$ cat src/rtl/guess_input_ctrl.sv
// guess_input_ctrl: conditions the raw game push button and slide switches.
// The bouncing active-low key is synchronized and debounced by a four-state
// FSM. Each accepted press (while unlocked) produces a one-cycle o_enter pulse,
// captures the synchronized switches into o_guess and bumps a saturating
// press counter.
module guess_input_ctrl #(
    parameter int DEBOUNCE_CYCLES = 500000,
    parameter int CNT_W           = $clog2(DEBOUNCE_CYCLES)
) (
    input  logic       clk,
    input  logic       reset,
    input  logic       i_key_n,
    input  logic [7:0] i_sw,
    input  logic       i_lock,
    output logic       o_enter,
    output logic [7:0] o_guess,
    output logic [7:0] o_presses
);

    typedef enum logic [1:0] {
        S_IDLE         = 2'd0,
        S_PRESS_WAIT   = 2'd1,
        S_HELD         = 2'd2,
        S_RELEASE_WAIT = 2'd3
    } state_t;

    localparam logic [CNT_W-1:0] CNT_MAX  = CNT_W'(DEBOUNCE_CYCLES - 1);
    localparam logic [CNT_W-1:0] CNT_ONE  = CNT_W'(1);
    localparam logic [CNT_W-1:0] CNT_ZERO = CNT_W'(0);

    logic [1:0]       key_sync_r;
    logic [7:0]       sw_meta_r;
    logic [7:0]       sw_sync_r;
    logic             key_s;
    state_t           state_r;
    state_t           state_next_s;
    logic [CNT_W-1:0] cnt_r;
    logic [CNT_W-1:0] cnt_next_s;
    logic             accept_s;
    logic             enter_r;
    logic [7:0]       guess_r;
    logic [7:0]       presses_r;

    // Two-flop synchronizers; the key idles released (1), switches idle at 0.
    always_ff @(posedge clk) begin
        if (!reset) begin
            key_sync_r <= 2'b11;
            sw_meta_r  <= 8'h00;
            sw_sync_r  <= 8'h00;
        end else begin
            key_sync_r <= {key_sync_r[0], i_key_n};
            sw_meta_r  <= i_sw;
            sw_sync_r  <= sw_meta_r;
        end
    end

    // Synchronized key, inverted so that 1 means pressed.
    assign key_s = ~key_sync_r[1];

    // Debounce state and counter register; reset lands in release
    // qualification so a key held through reset is never taken as a press.
    always_ff @(posedge clk) begin
        if (!reset) begin
            state_r <= S_RELEASE_WAIT;
            cnt_r   <= CNT_ZERO;
        end else begin
            state_r <= state_next_s;
            cnt_r   <= cnt_next_s;
        end
    end

    // Next-state and counter logic; cnt stops at CNT_MAX and never wraps.
    always_comb begin
        state_next_s = state_r;
        cnt_next_s   = cnt_r;
        case (state_r)
            S_IDLE: begin
                if (key_s) begin
                    state_next_s = S_PRESS_WAIT;
                    cnt_next_s   = CNT_ZERO;
                end else begin
                    state_next_s = S_IDLE;
                end
            end
            S_PRESS_WAIT: begin
                if (!key_s) begin
                    state_next_s = S_IDLE;
                end else if (cnt_r == CNT_MAX) begin
                    state_next_s = S_HELD;
                end else begin
                    cnt_next_s = cnt_r + CNT_ONE;
                end
            end
            S_HELD: begin
                if (!key_s) begin
                    state_next_s = S_RELEASE_WAIT;
                    cnt_next_s   = CNT_ZERO;
                end else begin
                    state_next_s = S_HELD;
                end
            end
            S_RELEASE_WAIT: begin
                if (key_s) begin
                    // Release bounce: return to held without a new accept.
                    state_next_s = S_HELD;
                end else if (cnt_r == CNT_MAX) begin
                    state_next_s = S_IDLE;
                end else begin
                    cnt_next_s = cnt_r + CNT_ONE;
                end
            end
            default: begin
                // Unreachable encoding: re-qualify a release before anything else.
                state_next_s = S_RELEASE_WAIT;
                cnt_next_s   = CNT_ZERO;
            end
        endcase
    end

    // Accept event: press fully qualified on this edge.
    always_comb begin
        accept_s = 1'b0;
        if ((state_r == S_PRESS_WAIT) && key_s && (cnt_r == CNT_MAX)) begin
            accept_s = 1'b1;
        end else begin
            accept_s = 1'b0;
        end
    end

    // Registered outputs: pulse, guess capture and saturating press count,
    // all gated by the game-over lock.
    always_ff @(posedge clk) begin
        if (!reset) begin
            enter_r   <= 1'b0;
            guess_r   <= 8'h00;
            presses_r <= 8'h00;
        end else begin
            enter_r <= accept_s & ~i_lock;
            if (accept_s && !i_lock) begin
                guess_r <= sw_sync_r;
                if (presses_r != 8'hFF) begin
                    presses_r <= presses_r + 8'd1;
                end
            end
        end
    end

    assign o_enter   = enter_r;
    assign o_guess   = guess_r;
    assign o_presses = presses_r;

endmodule

$ cat config.mk
export PLATFORM = sky130hd
export DESIGN_NAME = guess_input_ctrl
export DESIGN_NICKNAME = d
export VERILOG_FILES = /design/src/rtl/guess_input_ctrl.sv
export SDC_FILE = /design/constraint.sdc
export NUM_CORES = 1
export LEC_CHECK = 0
export ABC_CLOCK_PERIOD_IN_PS = 3050
export CAP_MARGIN = 10
export CORE_MARGIN = 2
export CORE_UTILIZATION = 35
export CTS_CLUSTER_SIZE = 20
export DETAILED_ROUTE_END_ITERATION = 7
export PLACE_DENSITY = 0.61
export SYNTH_ARGS = -nofsm -noshare
export SYNTH_HDL_FRONTEND = slang
export SYNTH_SLANG_ARGS = --single-unit
$ cat constraint.sdc
create_clock -name clk -period 3.05 [get_ports clk]
set_clock_uncertainty 0.2 [all_clocks]
set_input_delay 0.915 -clock clk [delete_from_list [all_inputs] [get_ports clk]]
set_output_delay 0.915 -clock clk [all_outputs]
set_load 0.005 [all_outputs]
# ---- Yosys cells after proc, flatten, opt, wreduce, memory -nomap -nowiden
# Index checks and enable logic that the tools add are counted.
dict set report word_totals {
  register_bits 56
  inputBits 12
}
dict set report classes {
  n_addsub 2
  eq_ne 11
  mux 14
  bitwise 3
  reduce_logical 8
}
# cell n
set op_table {}
lappend op_table {{$mux 19} 5}
lappend op_table {{$pmux 19 s4} 1}
lappend op_table {{$add 19x1->19 const B} 1}
lappend op_table {{$eq 19x19->1 const B} 1}
lappend op_table {{$add 8x1->8 const B} 1}
lappend op_table {{$mux 2} 4}
lappend op_table {{$ne 2x2->1 const B} 4}
lappend op_table {{$ne 8x8->1 const B} 1}
lappend op_table {{$pmux 2 s4} 1}
lappend op_table {{$ne 3x3->1 const B} 2}
lappend op_table {{$eq 2x2->1 const B} 2}
lappend op_table {{$reduce_and 2->1} 2}
lappend op_table {{$reduce_and 4->1} 1}
lappend op_table {{$logic_and 1x1->1} 3}
lappend op_table {{$mux 1} 3}
lappend op_table {{$eq 2x1->1 const B} 1}
lappend op_table {{$logic_not 2->1} 1}
lappend op_table {{$not 1->1} 2}
lappend op_table {{$and 1x1->1} 1}
lappend op_table {{$logic_not 1->1} 1}

# ---- Longest topological paths before layout
dict set report depth {
  word_depth 6
  mapped_depth 6
  ltp_nobuf 5
}

# ---- Worst setup path before layout
# OpenSTA, ideal clock, no wires.
dict set report synth_path {
  path_kind {input to register}
  from {input i_lock}
  to {register presses_r[2] (netlist: o_presses[2])}
  arrival_time_ns 1.857
  required_time_ns 2.715
  slack_ns 0.857
  cell_stages 5
  path_buffers 1
  path_cell_list {nor3_1 o211ai_1 clkbuf_1 o311ai_0 o41ai_1}
}
dict set report synth_via {
  elab_chain_cells 3
}
# item line_no
set synth_rtl {}
lappend synth_rtl {{from (decl)} 14} ;# input logic i_lock,
lappend synth_rtl {{$logic_not 1->1} 139} ;# if (accept_s && !i_lock) begin
lappend synth_rtl {{$logic_and 1x1->1} 139}
lappend synth_rtl {{$reduce_and 2->1 (no line)} n/a}
lappend synth_rtl {{to (signal assigned)} 142} ;# presses_r <= presses_r + 8'd1;
lappend synth_rtl {{to (decl)} 42} ;# logic [7:0] presses_r;
# Every way passes these cells.
# A chain may end at the register's enable or synchronous reset.

# ---- Worst setup path after layout
# Same ends and word-level chain as after synthesis.

==> impl_summary.txt <==
----------------------------------------------------
[Yosys]
  Compound-Gate Fraction of Synth Area ... 16.3%
  Post-synthesis simple-gate area fraction ... 31.9%
  Number of flops mapped to enable cells by yosys ... 0
  Top flip-flop cell by instance count after synthesis ... sky130_fd_sc_hd__dfxtp_1
  Sequential element share of the synthesized area ... 44.5%
  Number of nets in the synthesized netlist ... 304
  Distinct cell type count of the synthesized netlist ... 51
  Parity-gate share of the synthesized area counting xor and xnor cells ... 1.04%
  Synthesis warning total ... 0
  Mux contribution to synthesized area ... 1.19%
  Combinational family with the most area after synthesis ... simple AND/OR/NAND/NOR gates
  Avg Synthesized Cell Area ... 8.69 sq um
  Share of synthesized cell area in full adder, half adder and majority cells ... 0.993%
  Async set-reset flop share out of synthesis ... 0%
  Mapped Area ... 0.00252 sq mm
  Post-synthesis sequential element count ... 56
  Gate count after technology mapping ... 290

[Floorplanning]
  Horizontal die dimension ... 88.9 um
  Placeable core area ... 0.00687 sq mm
  Full die area ... 0.00790 sq mm
  Die extent in y ... 88.9 um
  Ports placed on the boundary ... 29
  Effective utilization at floorplan ... 36.7%
  Number of placement rows ... 30

[Critical path]
  Setup slack of the most critical reg-to-reg path ... 0.68 ns
  Worst Path Required ... 3.03 ns
  Signal arrival time at the worst endpoint ... 2.52 ns
  Family of cells with the greatest summed delay on the critical path ... compound AO/OA/AOI/OAI gates
  Worst path buffer plus inverter count ... 1
  CP max stage delay ... 0.41 ns
  Reg-to-Reg Start ... cnt_r[0]$_SDFFE_PN0P_
  Worst flop-to-flop path endpoint ... cnt_r[5]$_SDFFE_PN0P_
  Worst path cell trace ... clkdlybuf4s50_1 -> nor3_1 -> o211ai_1 -> o311ai_0 -> o41ai_1
  Crit path max-delay cell type ... sky130_fd_sc_hd__o311ai_0
  Register-to-Register Path Depth ... 5
  Worst-path maximum fanout ... 11
  Crit. End Element ... flip-flop
  Crit start category ... input pin
  Classification of the worst setup path ... in -> reg
  CP Depth ... 5

[Cells and area]
  Post-route cell area ... 0.00300 sq mm
  Area of combinational cells with multiple inputs ... 0.00129 sq mm
  Layout overhead on the synthesized area ... 18.8%
  Final layout net count ... 324
  Register area ... 0.00112 sq mm
  Layout Cells excl Fill ... 407
  Top library cells by usage in the layout, fill and taps aside ... 56 x sky130_fd_sc_hd__dfxtp_1, 29 x sky130_fd_sc_hd__nand3_1, 28 x sky130_fd_sc_hd__clkdlybuf4s50_1, 20 x sky130_fd_sc_hd__a21oi_1, 20 x sky130_fd_sc_hd__nand2_1
  Count of filler cells inserted in the layout ... 668
  Most common cell after layout, fill and taps aside ... sky130_fd_sc_hd__dfxtp_1
  Fraction of final layout cells with drive strength greater than 1 ... 6.75%
  Antenna diodes ... 0

[Timing]
  Final worst-path cycle share ... 83.3%
  Number of failing hold endpoints at the final stage ... 0
  Unrepaired setup endpoints after global routing ... false
  Max Freq ... 394 MHz
  Worst hold slack ... 0.214 ns
  Final Max Slew Viols ... 0
  Least-Margin Pin Slew ... 0.700 ns
  Time the worst path needs with I/O delays and setup ... 2.54 ns
  Setup TNS Final ... 0 ns
  Max-Slew Margin vs Limit ... 53.1%
  Setup violation total in the final timing report ... 0

[Power and ir drop]
  Power density of the placed cells ... 437 mW/mm^2
  LEAKAGE ... 0.977 nW
  Combinational share of power ... 5.0%
  Share of total power in sequential cells ... 57.7%
  Net switching power figure ... 0.283 mW
  Int Power ... 1.03 mW
  Clk network pwr share ... 37.4%
  Peak supply drop ... 232 uV
  Proportion of total power due to net switching ... 21.7%

[Placed design]
  Post-placement cell area ... 0.00288 sq mm
  Cell count after placement ... 399
  Global placement routability congestion ... 0.834
  Port-buffer cells ... 28
  HPWL after DPL ... 4.21 mm

[Route]
  Vias per std cell ... 5.51
  Final wirelength ... 6.03 mm
  Initial DRT Pass Iterations ... 4
  Antenna Violating Nets Remaining ... 0
  DR DRC count ... 0
  WL per Instance ... 14.8 um
  Total vias in the final route ... 2243
  Number of DRC markers after the initial detailed-route iteration ... 144

[Clocking]
  Number of clock sinks seen by CTS ... 56
  Post-CTS setup buffers ... 0
  Number of buffers created by CTS ... 5
  Number of gates resized after CTS ... 0
  # H-tree levels ... 2
  Clock tree from TritonCTS ... yes
  Clock root buffer master ... sky130_fd_sc_hd__clkbuf_8
  Clock transition at path regs ... 0.10 ns
  Clk Latency, worst-skew pair ... 0.30 ns
  Maximum clock path buffer count ... 2
  # hold bufs at CTS ... 0

[Hold path]
  Startpoint of the worst hold path ... key_sync_r[0]$_SDFF_PN1_
  Depth of the worst hold-timing path ... 1
  Path class of the lowest-slack min-delay path ... reg -> reg
  Worst Hold Path EP ... key_sync_r[1]$_SDFF_PN1_

[Flow run]
  Number of maximum-capacitance violations ... 0

[Global route]
  Maximum number of pins on one net before global-route repair ... 50
  First-pass GRT wire length ... 9.79 mm
  Overall overflow remaining after global route ... 0
  Global-route usage over all layers ... 15.9%
  Vias in the first global route ... 2028
  Antenna violations before repair ... 0

[Run status]
  Outcome ... finished clean

----------------------------------------------------
## per-stage QoR
stage / worst slack [ns] / total power, mW / utilization (%)
after floorplan: 0.857 / 0.808 / -
after global placement: 0.265 / 0.836 / 42.0
after detailed placement: 0.191 / 0.837 / 42.0
after CTS: 0.509 / 1.33 / 43.6
after global routing: 0.293 / 1.36 / 43.6
final: 0.510 / 1.31 / 43.6
## power by group through the flow
stage	clock, mW	sequential (mW)	combinational, mW
global placement	0	0.772	0.0639
CTS	0.505	0.755	0.0654
finish	0.489	0.755	0.0651
floorplan	0	0.768	0.0403
global route	0.533	0.757	0.0715
detailed placement	0	0.772	0.0652
## synthesized netlist by cell type (3+ instances only)
library cell | count | area, sq um
sky130_fd_sc_hd__dfxtp_1 | 56 | 1120
sky130_fd_sc_hd__nand3_1 | 29 | 145
sky130_fd_sc_hd__a21oi_1 | 20 | 100
sky130_fd_sc_hd__nand2_1 | 20 | 75.1
sky130_fd_sc_hd__and2_1 | 19 | 119
sky130_fd_sc_hd__clkbuf_1 | 16 | 60.1
sky130_fd_sc_hd__o21ai_0 | 16 | 80.1
sky130_fd_sc_hd__or3_1 | 11 | 68.8
sky130_fd_sc_hd__nand4_1 | 9 | 56.3
sky130_fd_sc_hd__nor3_1 | 7 | 35.0
sky130_fd_sc_hd__inv_1 | 6 | 22.5
sky130_fd_sc_hd__nand2b_1 | 6 | 37.5
sky130_fd_sc_hd__nor4_1 | 5 | 31.3
sky130_fd_sc_hd__or4_1 | 5 | 37.5
sky130_fd_sc_hd__a31oi_1 | 4 | 25.0
sky130_fd_sc_hd__and3_1 | 4 | 25.0
sky130_fd_sc_hd__o41ai_1 | 4 | 35.0
sky130_fd_sc_hd__mux2i_1 | 3 | 30.0
sky130_fd_sc_hd__nand4b_1 | 3 | 26.3
sky130_fd_sc_hd__o211ai_1 | 3 | 22.5
## worst reg2reg max path, stage by stage (launching register included)
cell and delay, ns:
sky130_fd_sc_hd__dfxtp_1 0.41, sky130_fd_sc_hd__ha_1 0.27, sky130_fd_sc_hd__and4_2 0.30, sky130_fd_sc_hd__nand3_1 0.40, sky130_fd_sc_hd__o21ai_0 0.51, sky130_fd_sc_hd__o211ai_1 0.16
## cells by family (layout without fill, tap and decap cells)
group	after synthesis	after routing
XOR/XNOR	3	3
AND/OR/NAND/NOR	134	134
AO/OA/AOI/OAI	65	65
adder cells (fa/ha/maj)	2	2
flip-flops	56	56
multiplexers	3	3
buffers and inverters	27	48
## layout make-up
class	instances	share of cell area, %
Clock buffer	6	2.42
Clock inverter	2	1.29
Inverter	6	0.752
Multi-Input combinational cell	207	43.2
Sequential cell	56	37.4
Tap cell	96	4.01
Timing Repair Buffer	34	10.9
## metal layers
layer | vias up | track usage, % | share of wire, %
met5 | - | 0 | 0
met3 | 10 | 3.17 | 4.8
met4 | 0 | 6.47 | 1.7
met2 | 45 | 24.8 | 46
met1 | 1069 | 21.4 | 48
li1 | 1119 | - | -
## worst max path at each step
stage / slack (ns) / from / end
after detailed placement: 0.19 / i_lock / o_presses[2]$_SDFFE_PN0P_
after global routing: 0.29 / i_lock / o_presses[2]$_SDFFE_PN0P_
after CTS: 0.51 / i_lock / o_presses[2]$_SDFFE_PN0P_
after global placement: 0.27 / i_lock / o_presses[2]$_SDFFE_PN0P_
after floorplan: 0.86 / i_lock / o_presses[2]$_SDFFE_PN0P_
final: 0.51 / i_lock / o_presses[2]$_SDFFE_PN0P_
## state kept, by name, summed over array words and instances, names as in the netlist, named ones only
name / count
cnt_r: 19
o_presses: 8
sw_sync_r: 8
key_sync_r: 2
sw_meta_r: 8
state_r: 1
o_enter: 1
o_guess: 8
No activity file was read; power rests on OpenSTA's default activity.
